--- config.mk ---
export PLATFORM = sky130hd
export DESIGN_NAME = ami
export DESIGN_NICKNAME = d
export VERILOG_FILES = /design/src/rtl/ami.sv
export SDC_FILE = /design/constraint.sdc
export NUM_CORES = 1
export LEC_CHECK = 0
export CAP_MARGIN = 20
export CORE_AREA = 8 8 293 295
export CTS_BUF_LIST = sky130_fd_sc_hd__clkbuf_16
export CTS_CLUSTER_DIAMETER = 80
export CTS_CLUSTER_SIZE = 25
export DETAILED_ROUTE_END_ITERATION = 12
export DIE_AREA = 0 0 301 303
export SLEW_MARGIN = 10
export SYNTH_ARGS = -nofsm -noshare
export SYNTH_HDL_FRONTEND = slang
export SYNTH_SLANG_ARGS = --single-unit
--- constraint.sdc ---
create_clock -name ACLK -period 5.1 [get_ports ACLK]
set_input_delay 1.02 -clock ACLK [delete_from_list [all_inputs] [get_ports ACLK]]
set_output_delay 1.02 -clock ACLK [all_outputs]
set_load 0.02 [all_outputs]
--- src/rtl/ami.sv ---
// ami: single-outstanding AXI4 master bridging a simple command / data-stream
// user interface onto the five AXI4 channels (INCR bursts, full-width beats).
// Optional build macro: AMI_4KB_CHECK_EN -- reject bursts that would cross a
// 4 KB boundary, reporting SLVERR without touching the AXI bus.
module ami #(
    parameter int AXI_DW = 128,
    parameter int AXI_AW = 40,
    parameter int AXI_IW = 8,
    parameter int AXI_LW = 8
) (
    input  logic                ACLK,
    input  logic                ARESET,
    // command interface
    input  logic                cmd_valid,
    output logic                cmd_ready,
    input  logic                cmd_write,
    input  logic [AXI_AW-1:0]   cmd_addr,
    input  logic [AXI_LW-1:0]   cmd_len,
    input  logic [AXI_IW-1:0]   cmd_id,
    // user write-data stream
    input  logic [AXI_DW-1:0]   usr_wdata,
    input  logic [AXI_DW/8-1:0] usr_wstrb,
    input  logic                usr_wvalid,
    output logic                usr_wready,
    // user read-data stream
    output logic [AXI_DW-1:0]   usr_rdata,
    output logic                usr_rvalid,
    input  logic                usr_rready,
    // completion
    output logic                done,
    output logic [1:0]          done_resp,
    // AXI write address
    output logic [AXI_IW-1:0]   AWID,
    output logic [AXI_AW-1:0]   AWADDR,
    output logic [AXI_LW-1:0]   AWLEN,
    output logic [2:0]          AWSIZE,
    output logic [1:0]          AWBURST,
    output logic                AWVALID,
    input  logic                AWREADY,
    // AXI write data
    output logic [AXI_DW-1:0]   WDATA,
    output logic [AXI_DW/8-1:0] WSTRB,
    output logic                WLAST,
    output logic                WVALID,
    input  logic                WREADY,
    // AXI write response
    input  logic [AXI_IW-1:0]   BID,
    input  logic [1:0]          BRESP,
    input  logic                BVALID,
    output logic                BREADY,
    // AXI read address
    output logic [AXI_IW-1:0]   ARID,
    output logic [AXI_AW-1:0]   ARADDR,
    output logic [AXI_LW-1:0]   ARLEN,
    output logic [2:0]          ARSIZE,
    output logic [1:0]          ARBURST,
    output logic                ARVALID,
    input  logic                ARREADY,
    // AXI read data
    input  logic [AXI_IW-1:0]   RID,
    input  logic [AXI_DW-1:0]   RDATA,
    input  logic [1:0]          RRESP,
    input  logic                RLAST,
    input  logic                RVALID,
    output logic                RREADY
);

    localparam int         SIZE   = $clog2(AXI_DW / 8);
    localparam logic [2:0] AXSIZE = 3'(SIZE);

    typedef enum logic [2:0] {S_IDLE, S_AW, S_W, S_B, S_AR, S_R, S_DONE} state_t;

    state_t              state_q, state_d;
    logic                write_q, write_d;
    logic [AXI_AW-1:0]   addr_q,  addr_d;
    logic [AXI_LW-1:0]   len_q,   len_d;
    logic [AXI_IW-1:0]   id_q,    id_d;
    logic [AXI_LW-1:0]   cnt_q,   cnt_d;
    logic [1:0]          resp_q,  resp_d;
    logic [1:0]          rd_resp;
    logic                cnt_at_len;
    logic                in_w;
    logic                in_r;

    // Responses rank numerically: OKAY < EXOKAY < SLVERR < DECERR.
    function automatic logic [1:0] worst(input logic [1:0] a, input logic [1:0] b);
        return (a > b) ? a : b;
    endfunction

    assign cnt_at_len = (cnt_q == len_q);
    assign in_w       = (state_q == S_W);
    assign in_r       = (state_q == S_R);

`ifdef AMI_4KB_CHECK_EN
    logic [31:0] end_off;
    assign end_off = 32'(cmd_addr[11:0]) + ((32'(cmd_len) + 32'd1) << SIZE);
`endif

    // State and command registers; synchronous reset abandons any burst.
    always_ff @(posedge ACLK) begin
        if (ARESET) begin
            state_q <= S_IDLE;
            write_q <= 1'b0;
            addr_q  <= '0;
            len_q   <= '0;
            id_q    <= '0;
            cnt_q   <= '0;
            resp_q  <= '0;
        end else begin
            state_q <= state_d;
            write_q <= write_d;
            addr_q  <= addr_d;
            len_q   <= len_d;
            id_q    <= id_d;
            cnt_q   <= cnt_d;
            resp_q  <= resp_d;
        end
    end

    // Next-state, beat counting and response accumulation.
    always_comb begin
        state_d = state_q;
        write_d = write_q;
        addr_d  = addr_q;
        len_d   = len_q;
        id_d    = id_q;
        cnt_d   = cnt_q;
        resp_d  = resp_q;
        rd_resp = '0;
        unique case (state_q)
            S_IDLE: begin
                if (cmd_valid) begin
                    write_d = cmd_write;
                    addr_d  = cmd_addr;
                    len_d   = cmd_len;
                    id_d    = cmd_id;
                    resp_d  = 2'b00;
                    state_d = cmd_write ? S_AW : S_AR;
`ifdef AMI_4KB_CHECK_EN
                    if (end_off > 32'd4096) begin
                        resp_d  = 2'b10;
                        state_d = S_DONE;
                    end
`endif
                end
            end
            S_AW: begin
                if (AWREADY) begin
                    cnt_d   = '0;
                    state_d = S_W;
                end
            end
            S_W: begin
                if (usr_wvalid && WREADY) begin
                    cnt_d = cnt_q + AXI_LW'(1);
                    if (cnt_at_len) state_d = S_B;
                end
            end
            S_B: begin
                if (BVALID) begin
                    resp_d  = (BID != id_q) ? worst(BRESP, 2'b10) : BRESP;
                    state_d = S_DONE;
                end
            end
            S_AR: begin
                if (ARREADY) begin
                    cnt_d   = '0;
                    state_d = S_R;
                end
            end
            S_R: begin
                if (RVALID && usr_rready) begin
                    cnt_d   = cnt_q + AXI_LW'(1);
                    rd_resp = worst(resp_q, RRESP);
                    // RLAST must coincide exactly with the final counted beat.
                    if ((RID != id_q) || (RLAST != cnt_at_len)) rd_resp = worst(rd_resp, 2'b10);
                    resp_d  = rd_resp;
                    if (RLAST || cnt_at_len) state_d = S_DONE;
                end
            end
            S_DONE: state_d = S_IDLE;
            default: state_d = S_IDLE;
        endcase
    end

    assign cmd_ready  = (state_q == S_IDLE) && !ARESET;

    assign AWID       = id_q;
    assign AWADDR     = addr_q;
    assign AWLEN      = len_q;
    assign AWSIZE     = AXSIZE;
    assign AWBURST    = 2'b01;
    assign AWVALID    = (state_q == S_AW);

    assign WVALID     = in_w && usr_wvalid;
    assign usr_wready = in_w && WREADY;
    assign WDATA      = in_w ? usr_wdata : '0;
    assign WSTRB      = in_w ? usr_wstrb : '0;
    assign WLAST      = in_w && cnt_at_len;

    assign BREADY     = (state_q == S_B);

    assign ARID       = id_q;
    assign ARADDR     = addr_q;
    assign ARLEN      = len_q;
    assign ARSIZE     = AXSIZE;
    assign ARBURST    = 2'b01;
    assign ARVALID    = (state_q == S_AR);

    assign usr_rvalid = in_r && RVALID;
    assign RREADY     = in_r && usr_rready;
    assign usr_rdata  = in_r ? RDATA : '0;

    assign done       = (state_q == S_DONE);
    assign done_resp  = done ? resp_q : 2'b00;

endmodule

# After elaboration in Yosys (flattened, before gate mapping)
# Index checks and enable logic that the tools add are counted.
dict set report classes {
  muxes 28
  eq_ne 18
  add_sub_neg 1
  order_cmp 3
  n_reduce_logical 18
}
# cell n
set ops {}
lappend ops {{two-way mux 128 bit} 2}
lappend ops {{two-way mux 8 bit} 4}
lappend ops {{one-hot mux 8 bit (4 select lines)} 1}
lappend ops {{two-way mux 3 bit} 9}
lappend ops {{two-way mux 2 bit} 9}
lappend ops {{one-hot mux 3 bit (6 select lines)} 1}
lappend ops {{two-way mux 16 bit} 1}
lappend ops {{!= test 8 bit} 2}
lappend ops {{!= test 2 x 1 -> 1 bit, second input constant} 5}
lappend ops {{equality test 3 bit, second input constant} 3}
lappend ops {{adder 8 x 1 -> 8 bit, second input constant} 1}
lappend ops {{equality test 8 bit} 1}
lappend ops {{logical AND 1 bit} 8}
lappend ops {{AND reduction 8 bit} 1}
lappend ops {{equality test 3 x 2 -> 1 bit, second input constant} 2}
lappend ops {{!= test 2 bit, second input constant} 3}
lappend ops {{one-hot mux 2 bit (3 select lines)} 1}
lappend ops {{AND reduction 5 bit} 1}
lappend ops {{greater-than comparator 2 bit, second input constant} 2}
lappend ops {{AND reduction 4 bit} 1}
lappend ops {{nonzero test 4 bit} 1}
lappend ops {{equality test 3 x 1 -> 1 bit, second input constant} 1}
lappend ops {{zero test 3 bit} 1}
lappend ops {{nonzero test 3 bit} 1}
lappend ops {{other kinds (5)} 6}
dict set report word_totals {
  ff_bits 69
  inputBits 360
  out_inout_bits 406
  elab_cells 74
}

# Logic depth before layout (Yosys ltp)
# Gate-level depths: netlist of the first run.
dict set report depth {
  word_depth 7
  depth_mapped 10
  ltp_nobuf 9
}

# Worst setup path before layout of the first run
# OpenSTA, ideal clock, no wires.
dict set report synth_timing {
  path_kind {input port to output port}
  from {input port ARESET}
  to {output port cmd_ready}
  required_time_ns 4.080
  slack_ns 2.073
  n_path_buf 2
  path_stages 3
  arrival_time_ns 2.007
  cell_sequence {clkbuf_1 -> clkbuf_1 -> nor4_1}
}
dict set report synth_between {
  elab_chain_len 2
}
# item line
set synth_lines {}
lappend synth_lines {{from (decl)} 12} ;# input logic ARESET,
lappend synth_lines {{zero test 1 bit} 186} ;# assign cmd_ready = (state_q == S_IDLE) && !ARESET;
lappend synth_lines {{logical AND 1 bit} 186}
lappend synth_lines {{to (decl)} 15} ;# output logic cmd_ready,
# Every way passes these cells.

# Final worst setup path of the first run
dict set report layout_timing {
  from {register state_q[1]}
  to {output port WDATA[110]}
}
dict set report layout_between {
  elab_chain_len 2
}
# item line
set layout_lines {}
lappend layout_lines {{from (decl)} 73} ;# state_t state_q, state_d;
lappend layout_lines {{from (signal assigned)} 110} ;# state_q <= state_d;
lappend layout_lines {{equality test 3 x 2 -> 1 bit} 91} ;# assign in_w = (state_q == S_W);
lappend layout_lines {{two-way mux 128 bit} 197} ;# assign WDATA = in_w ? usr_wdata : '0;
lappend layout_lines {{to (decl)} 41} ;# output logic [AXI_DW-1:0] WDATA,
# Every way passes these cells.

==> out/qor.csv, run 1 <==
stage;metric;value;unit
finish;drive_gt1_share;2.500;%
finish;multi_input_area;3435;sq um
clock_network;postCtsSetupBuffers;0;
drt;drtAntennaViolNets;0;
timing;fin_crit_sh;80.57;%
clock_network;cts_inserted_buffers;9;
clock_network;cts_tree;yes;
drt;drc_errors;0;
global_routing;grt_use_total;9.628;%
timing;finalHoldViolCount;0;
clock_network;cts_root_buf;clkbuf_16;
timing;fin_hold_ws;469.6;ps
critical_path;path_common_cell;buf_12;
clock_network;holdBufCountCts;0;
global_routing;grt_pass1_vias;7849;
placed_design;dp_hpwl;40990;um
clock_network;htree_levels;3;
outcome;status;complete, no violations;
placed_design;gp_congestion;0.8264;
timing;rsz0062_at_grt;no;
synthesis;synth_ff_type;dfxtp_1;
global_routing;antenna_found_initial;16;
finish;final_common_cell;clkdlybuf4s50_1;
placed_design;dp_worst_setup_slack;1380;ps
clock_network;clk_latency;380;ps
finish;final_cell_mix;754 x clkdlybuf4s50_1, 276 x and2_1, 121 x nand2_1;
clock_network;cts.repair.resized;0;
synthesis;ys_types;48;
clock_network;clk_pin_slew;60;ps
timing;max_freq;243.4;MHz
die;start_util;6.841;%
critical_path;max_stage_delay;650;ps
synthesis;syn_area_per_cell;7.148;sq um
die;die_w;301;um
timing;slew_headroom;42.11;%
synthesis;seq_area_frac_synth;24.87;%
synthesis;ys_seq_elements;69;
flow_run;maxCapViolCount;0;
finish;num-fill-cells;9174;
timing;post-route-min-period;4109;ps
timing;fin_skew;20.75;ps
drt;drt_iter0_drc;333;
synthesis;yosys-top-cells-area;and2_1 31%, dfxtp_1 25%, buf_4 9.6%;
finish;fin_nets;1800;
synthesis;async_flop_share;0;%
timing;drv_slew;0;
drt;vias;7559;
die;core.rowCount;105;
finish;synthToLayoutAreaGrowth;155.5;%
synthesis;synth_edf_count;0;
timing;setup_slack;991.0;ps
finish;final_area;14190;sq um
global_routing;grt_max_degree;102;
die;die_h;303;um
synthesis;ys_warn_count;0;
power_and_ir_drop;powerDensity;319.7;nW/um^2
timing;fin_setup_tns;0;ps
worst_hold_path;hp-class;register to register;
placed_design;place_area;13850;sq um
die;dieArea;91200;sq um
critical_path;required;4080;ps
drt;wl;47610;um
die;pin_count;766;
synthesis;synth_cells;777;
critical_path;cp_cell_sequence;nor3b_4, buf_12, buf_12, and2_1, clkdlybuf4s50_1;
global_routing;grt_pass1_wl;61780;um
synthesis;synth_top_area_share;31.09;%
power_and_ir_drop;p_total;4.536;mW
drt;viasPerCell;3.006;
drt;drtPass1Iterations;4;
critical_path;slowest_stage;clkdlybuf4s50_1;
drt;routedWlPerCell;18.93;um
critical_path;arrival;3090;ps
power_and_ir_drop;p_leak;5.077;nW
power_and_ir_drop;peakVddDrop;0.1997;mV
critical_path;cp_max_fo;81;
clock_network;cts_buffer_depth;2;
global_routing;overflow;0;
timing;finalSetupViolCount;0;
timing;tightest_slew;868.4;ps
die;core-area;81190;sq um
critical_path;startpoint_type;register;
placed_design;io_buffers;755;
synthesis;netlist_area;5554;sq um
synthesis;synth_top_area_cell;and2_1;
critical_path;crit_path_end_kind;output port;
critical_path;path_class;register to output port;
clock_network;clkSinkCount;69;
finish;seq_area;1381;sq um
==> sequential cells by signal (all words and copies together) (netlist names) <==
name / flops
ARADDR: 40
ARID: 8
cnt_q: 8
ARLEN: 8
resp_q: 2
state_q: 3
==> logic make-up after synthesis <==
group | synth area share, %
other cells | 0.1352
mux | 0.5632
buf+inv | 14.08
flops | 24.87
xor+xnor | 3.785
simple gates | 45.69
compound gates | 9.755
fa+ha+maj | 1.126
==> synth_stat cells, types with 4 or more instances <==
cell type	n
and2_1	276
nand2_1	121
buf_4	71
dfxtp_1	69
a21oi_1	64
clkbuf_1	47
xor2_1	24
inv_1	10
nand2b_1	9
nor2_1	9
buf_2	7
a311oi_1	6
nor3_1	6
nor4_1	6
ha_1	5
nand3_1	5
and3_1	4
==> layout make-up <==
cell class              count  share of cell area [%]
multi-input cells         581                   24.21
repair buffers            764                   53.99
clock inverters             7                  0.6966
diodes                      5                 0.08818
well taps                1070                   9.436
clock buffers               9                   1.587
inverters                  10                  0.2646
flip-flops and latches     69                   9.735
==> power breakdown <==
group          switching [mW]  internal, mW
Combinational            1.54          1.38
Sequential              0.205         0.649
Clock                   0.327         0.432
Total                    2.07          2.46
==> final timing paths <==
kind	startpoint	endpoint	slack, ps	cells after the start
setup / recovery	state_q[1]$_SDFFE_PP0P_	WDATA[110]	990	5
hold / removal	ARADDR[22]$_SDFFE_PP0P_	ARADDR[22]$_SDFFE_PP0P_	470	2
setup reg to reg	ARLEN[5]$_SDFFE_PP0P_	state_q[2]$_SDFFE_PP0P_	2600	9
hold reg to reg	ARADDR[22]$_SDFFE_PP0P_	ARADDR[22]$_SDFFE_PP0P_	470	2
==> critical path, delay by kind of cell, from the launching register on <==
family                 cells  cell delay [ps]
DFF                        1              640
and+or+nand+nor            2              830
buffers and inverters      3             1150
==> metal layers <==
layer  global-route usage, %  wire length [um]  part of all wire (%)  up-vias
li1                        -                 -                     -     3700
met3                   5.320              6185                    13       42
met5                       0               104                  0.22        -
met4                   2.349               695                   1.5       18
met2                   15.93             22510                    47      435
met1                   10.71             18120                    38     3364
==> per-stage QoR <==
stage,utilization [%],std cells
after global placement,17.06,2494
after detailed placement,17.06,2494
final,17.48,2515
after global routing,17.47,2512
after floorplan,-,785
after CTS,17.46,2510
(Power assumes the default switching activity.)
==> run 2, diff against run 1 <==
- CORE_AREA: 8 8 293 295 -> 8 8 295 297
- DIE_AREA: 0 0 301 303 -> 0 0 303 305
- clock period: 5.1 -> 4 ns (I/O delays scaled with it)
==> run 2 against run 1 <==
  * Global-route usage up 0.84 points
  * Routed wire length grew 8.2%
  * Core utilization down 0.29 points
  * Combinational power increased by 37%
  * Final area about the same
  * First-iteration DRC count increased by 4.5%
  * Clock power is 9.4% higher
  * Clock-buffer cell count unchanged
  * Die area up 1.3%
  * Critical path type unchanged
  * Largest cell class unchanged
==> out/qor.csv, run 2 (synthesis gave the netlist of run 1 again) <==
stage;metric;value;unit;change
timing;finalSetupViolCount;0;;unchanged
drt;wl;51540;um;was 47,610 um
power_and_ir_drop;p_leak;5.068;nW;was 5.077 nW
critical_path;cp_max_fo;88;;was 81
drt;routedWlPerCell;20.38;um;was 18.93 um
global_routing;grt_use_total;10.46;%;was 9.628%
critical_path;cp_top_family;buffers and inverters;;unchanged
critical_path;required;3200;ps;was 4080 ps
worst_hold_path;min-delay-start;ARADDR[23]$_SDFFE_PP0P_;;was ARADDR[22]$_SDFFE_PP0P_
placed_design;io_buffers;755;;unchanged
die;core.rowCount;106;;was 105
placed_design;placed_cells;2508;;was 2,494
drt;viasPerCell;3.025;;was 3.006
drt;top_layer_used;met5;;unchanged
clock_network;cts_tree;yes;;unchanged
critical_path;crit_path_end_kind;output port;;unchanged
die;pin_count;766;;unchanged
timing;drv_slew;0;;unchanged
finish;final_common_cell;clkdlybuf4s50_1;;unchanged
finish;final_area;14200;sq um;was 14,190 sq um
clock_network;postCtsSetupBuffers;0;;unchanged
die;die_h;305;um;was 303 um
finish;final_util;17.18;%;was 17.48%
worst_hold_path;hp-class;register to register;;unchanged
timing;fin_hold_ws;472.5;ps;was 469.6 ps
drt;drtAntennaViolNets;0;;unchanged
finish;largest_register_ffs;40;;unchanged
placed_design;place_area;13910;sq um;was 13,850 sq um
timing;fin_skew;7.519;ps;was 20.75 ps
die;start_util;6.722;%;was 6.841%
critical_path;max_stage_delay;620;ps;was 650 ps
global_routing;grt_pass1_wl;66700;um;was 61,780 um
drt;wl_met1;21910;um;was 18,120 um
critical_path;critPathBufInv;3;;unchanged
die;die_w;303;um;was 301 um
clock_network;cts_inserted_buffers;9;;unchanged
drt;drt_iter0_drc;348;;was 333
placed_design;gp_congestion;0.8166;;was 0.8264
placed_design;dp_hpwl;44750;um;was 40,990 um
die;core-area;82630;sq um;was 81,190 sq um
power_and_ir_drop;powerDensity;408.8;nW/um^2;was 319.7 nW/um^2
clock_network;clkSinkCount;69;;unchanged
timing;fin_setup_tns;0;ps;unchanged
clock_network;htree_levels;3;;unchanged
die;dieArea;92420;sq um;was 91,200 sq um
critical_path;r2r_slack;1620;ps;was 2600 ps
timing;fin_crit_sh;90.49;%;
critical_path;slowest_stage;clkdlybuf4s50_1;;unchanged
clock_network;clk_pin_slew;70;ps;was 60 ps
global_routing;grt_pass1_vias;7877;;was 7,849
drt;dr_wl_met3;5689;um;was 6185 um
worst_hold_path;min_to;ARADDR[23]$_SDFFE_PP0P_;;was ARADDR[22]$_SDFFE_PP0P_
critical_path;cp_cell_sequence;buf_4, and3b_4, buf_12, and2_1, clkdlybuf4s50_1;;was nor3b_4, buf_12, buf_12, and2_1, clkdlybuf4s50_1
finish;final_cell_mix;754 x clkdlybuf4s50_1, 276 x and2_1, 121 x nand2_1;;unchanged
drt;drc_errors;0;;unchanged
critical_path;arrival;2820;ps;was 3090 ps
finish;drive_gt1_share;2.770;%;was 2.500%
timing;slew_headroom;30.80;%;was 42.11%
clock_network;clk_latency;370;ps;was 380 ps
finish;stdcell_count;2529;;was 2,515
timing;max_freq;276.3;MHz;
clock_network;cts_buffer_depth;2;;unchanged
global_routing;grt_max_degree;140;;was 102
timing;tightest_slew;1028;ps;was 868.4 ps
clock_network;holdBufCountCts;0;;unchanged
clock_network;cts.repair.resized;0;;unchanged
critical_path;r2r_cells;10;;was 9
drt;dr_wl_met2;22990;um;was 22,510 um
global_routing;overflow;0;;unchanged
critical_path;startpoint_type;register;;unchanged
timing;finalHoldViolCount;0;;unchanged
flow_run;maxCapViolCount;0;;unchanged
finish;synthToLayoutAreaGrowth;155.6;%;was 155.5%
worst_hold_path;min_delay_path_depth;2;;unchanged
clock_network;cts_root_buf;clkbuf_16;;unchanged
critical_path;crit-reg2reg-capture;state_q[2]$_SDFFE_PP0P_;;unchanged
critical_path;path_class;register to output port;;unchanged
critical_path;r2r-start;ARLEN[5]$_SDFFE_PP0P_;;unchanged
timing;post-route-min-period;3620;ps;
finish;fin_nets;1804;;was 1,800
outcome;status;complete, no violations;;unchanged
drt;vias;7650;;was 7,559
drt;drtPass1Iterations;6;;was 4
power_and_ir_drop;peakVddDrop;0.2575;mV;was 0.1997 mV
timing;rsz0062_at_grt;no;;unchanged
global_routing;antenna_found_initial;20;;was 16
run 2: changes by cell type in the layout (fill, tap and decap cells not counted), moves of 2 or more:
cell	delta
bufinv_16	-2
clkinvlp_4	+3
clkinv_4	-2
buf_4	+3
run 2: tightest hold or removal path, stage by stage, from the launching register on:
cell and delay, ps:
dfxtp_1 320, nand2_1 60, a21oi_1 50
run 2: how the worst max path moves through the flow:
stage / slack, ps / from / cells after the start / to
finish: 380 / state_q[2]$_SDFFE_PP0P_ / 5 / usr_rdata[68]
global route: 180 / state_q[2]$_SDFFE_PP0P_ / 5 / usr_rdata[103]
CTS: 290 / state_q[2]$_SDFFE_PP0P_ / 5 / usr_rdata[83]
detailed placement: 740 / state_q[2]$_SDFFE_PP0P_ / 5 / usr_rdata[83]
global placement: 760 / WREADY / 3 / usr_wready
floorplan: 1410 / ARESET / 3 / cmd_ready
run 2: routing by layer:
layer / global-route usage, % / up-vias
li1: - / 3706
met1: 12.73 / 3420
met2: 16.80 / 455
met3: 4.743 / 51
met4: 2.272 / 18
met5: 0 / -
run 2: where the power goes:
group	switching, mW	internal [mW]
combinational	2.20	1.79
clock	0.407	0.423
sequential	0.155	0.828
run 2: final cells by class:
class	count	area (sq um)
Clock inverter	7	51.30
Clock buffer	9	225.2
Sequential cell	69	1381
Tap cell	1080	1351
Antenna cell	5	12.51
Fill cell	9310	68430
Multi-Input combinational cell	581	3435
Timing Repair Buffer	768	7702
Inverter	10	37.54
run 2: metrics by stage:
step / total power, mW / setup WS, ps
4_1_cts: 5.980 / 291.1
3_5_place_dp: 5.071 / 742.8
5_1_grt: 6.197 / 184.9
2_1_floorplan: 2.963 / 1413
3_3_place_gp: 5.087 / 755.5
6_report: 5.803 / 380.3
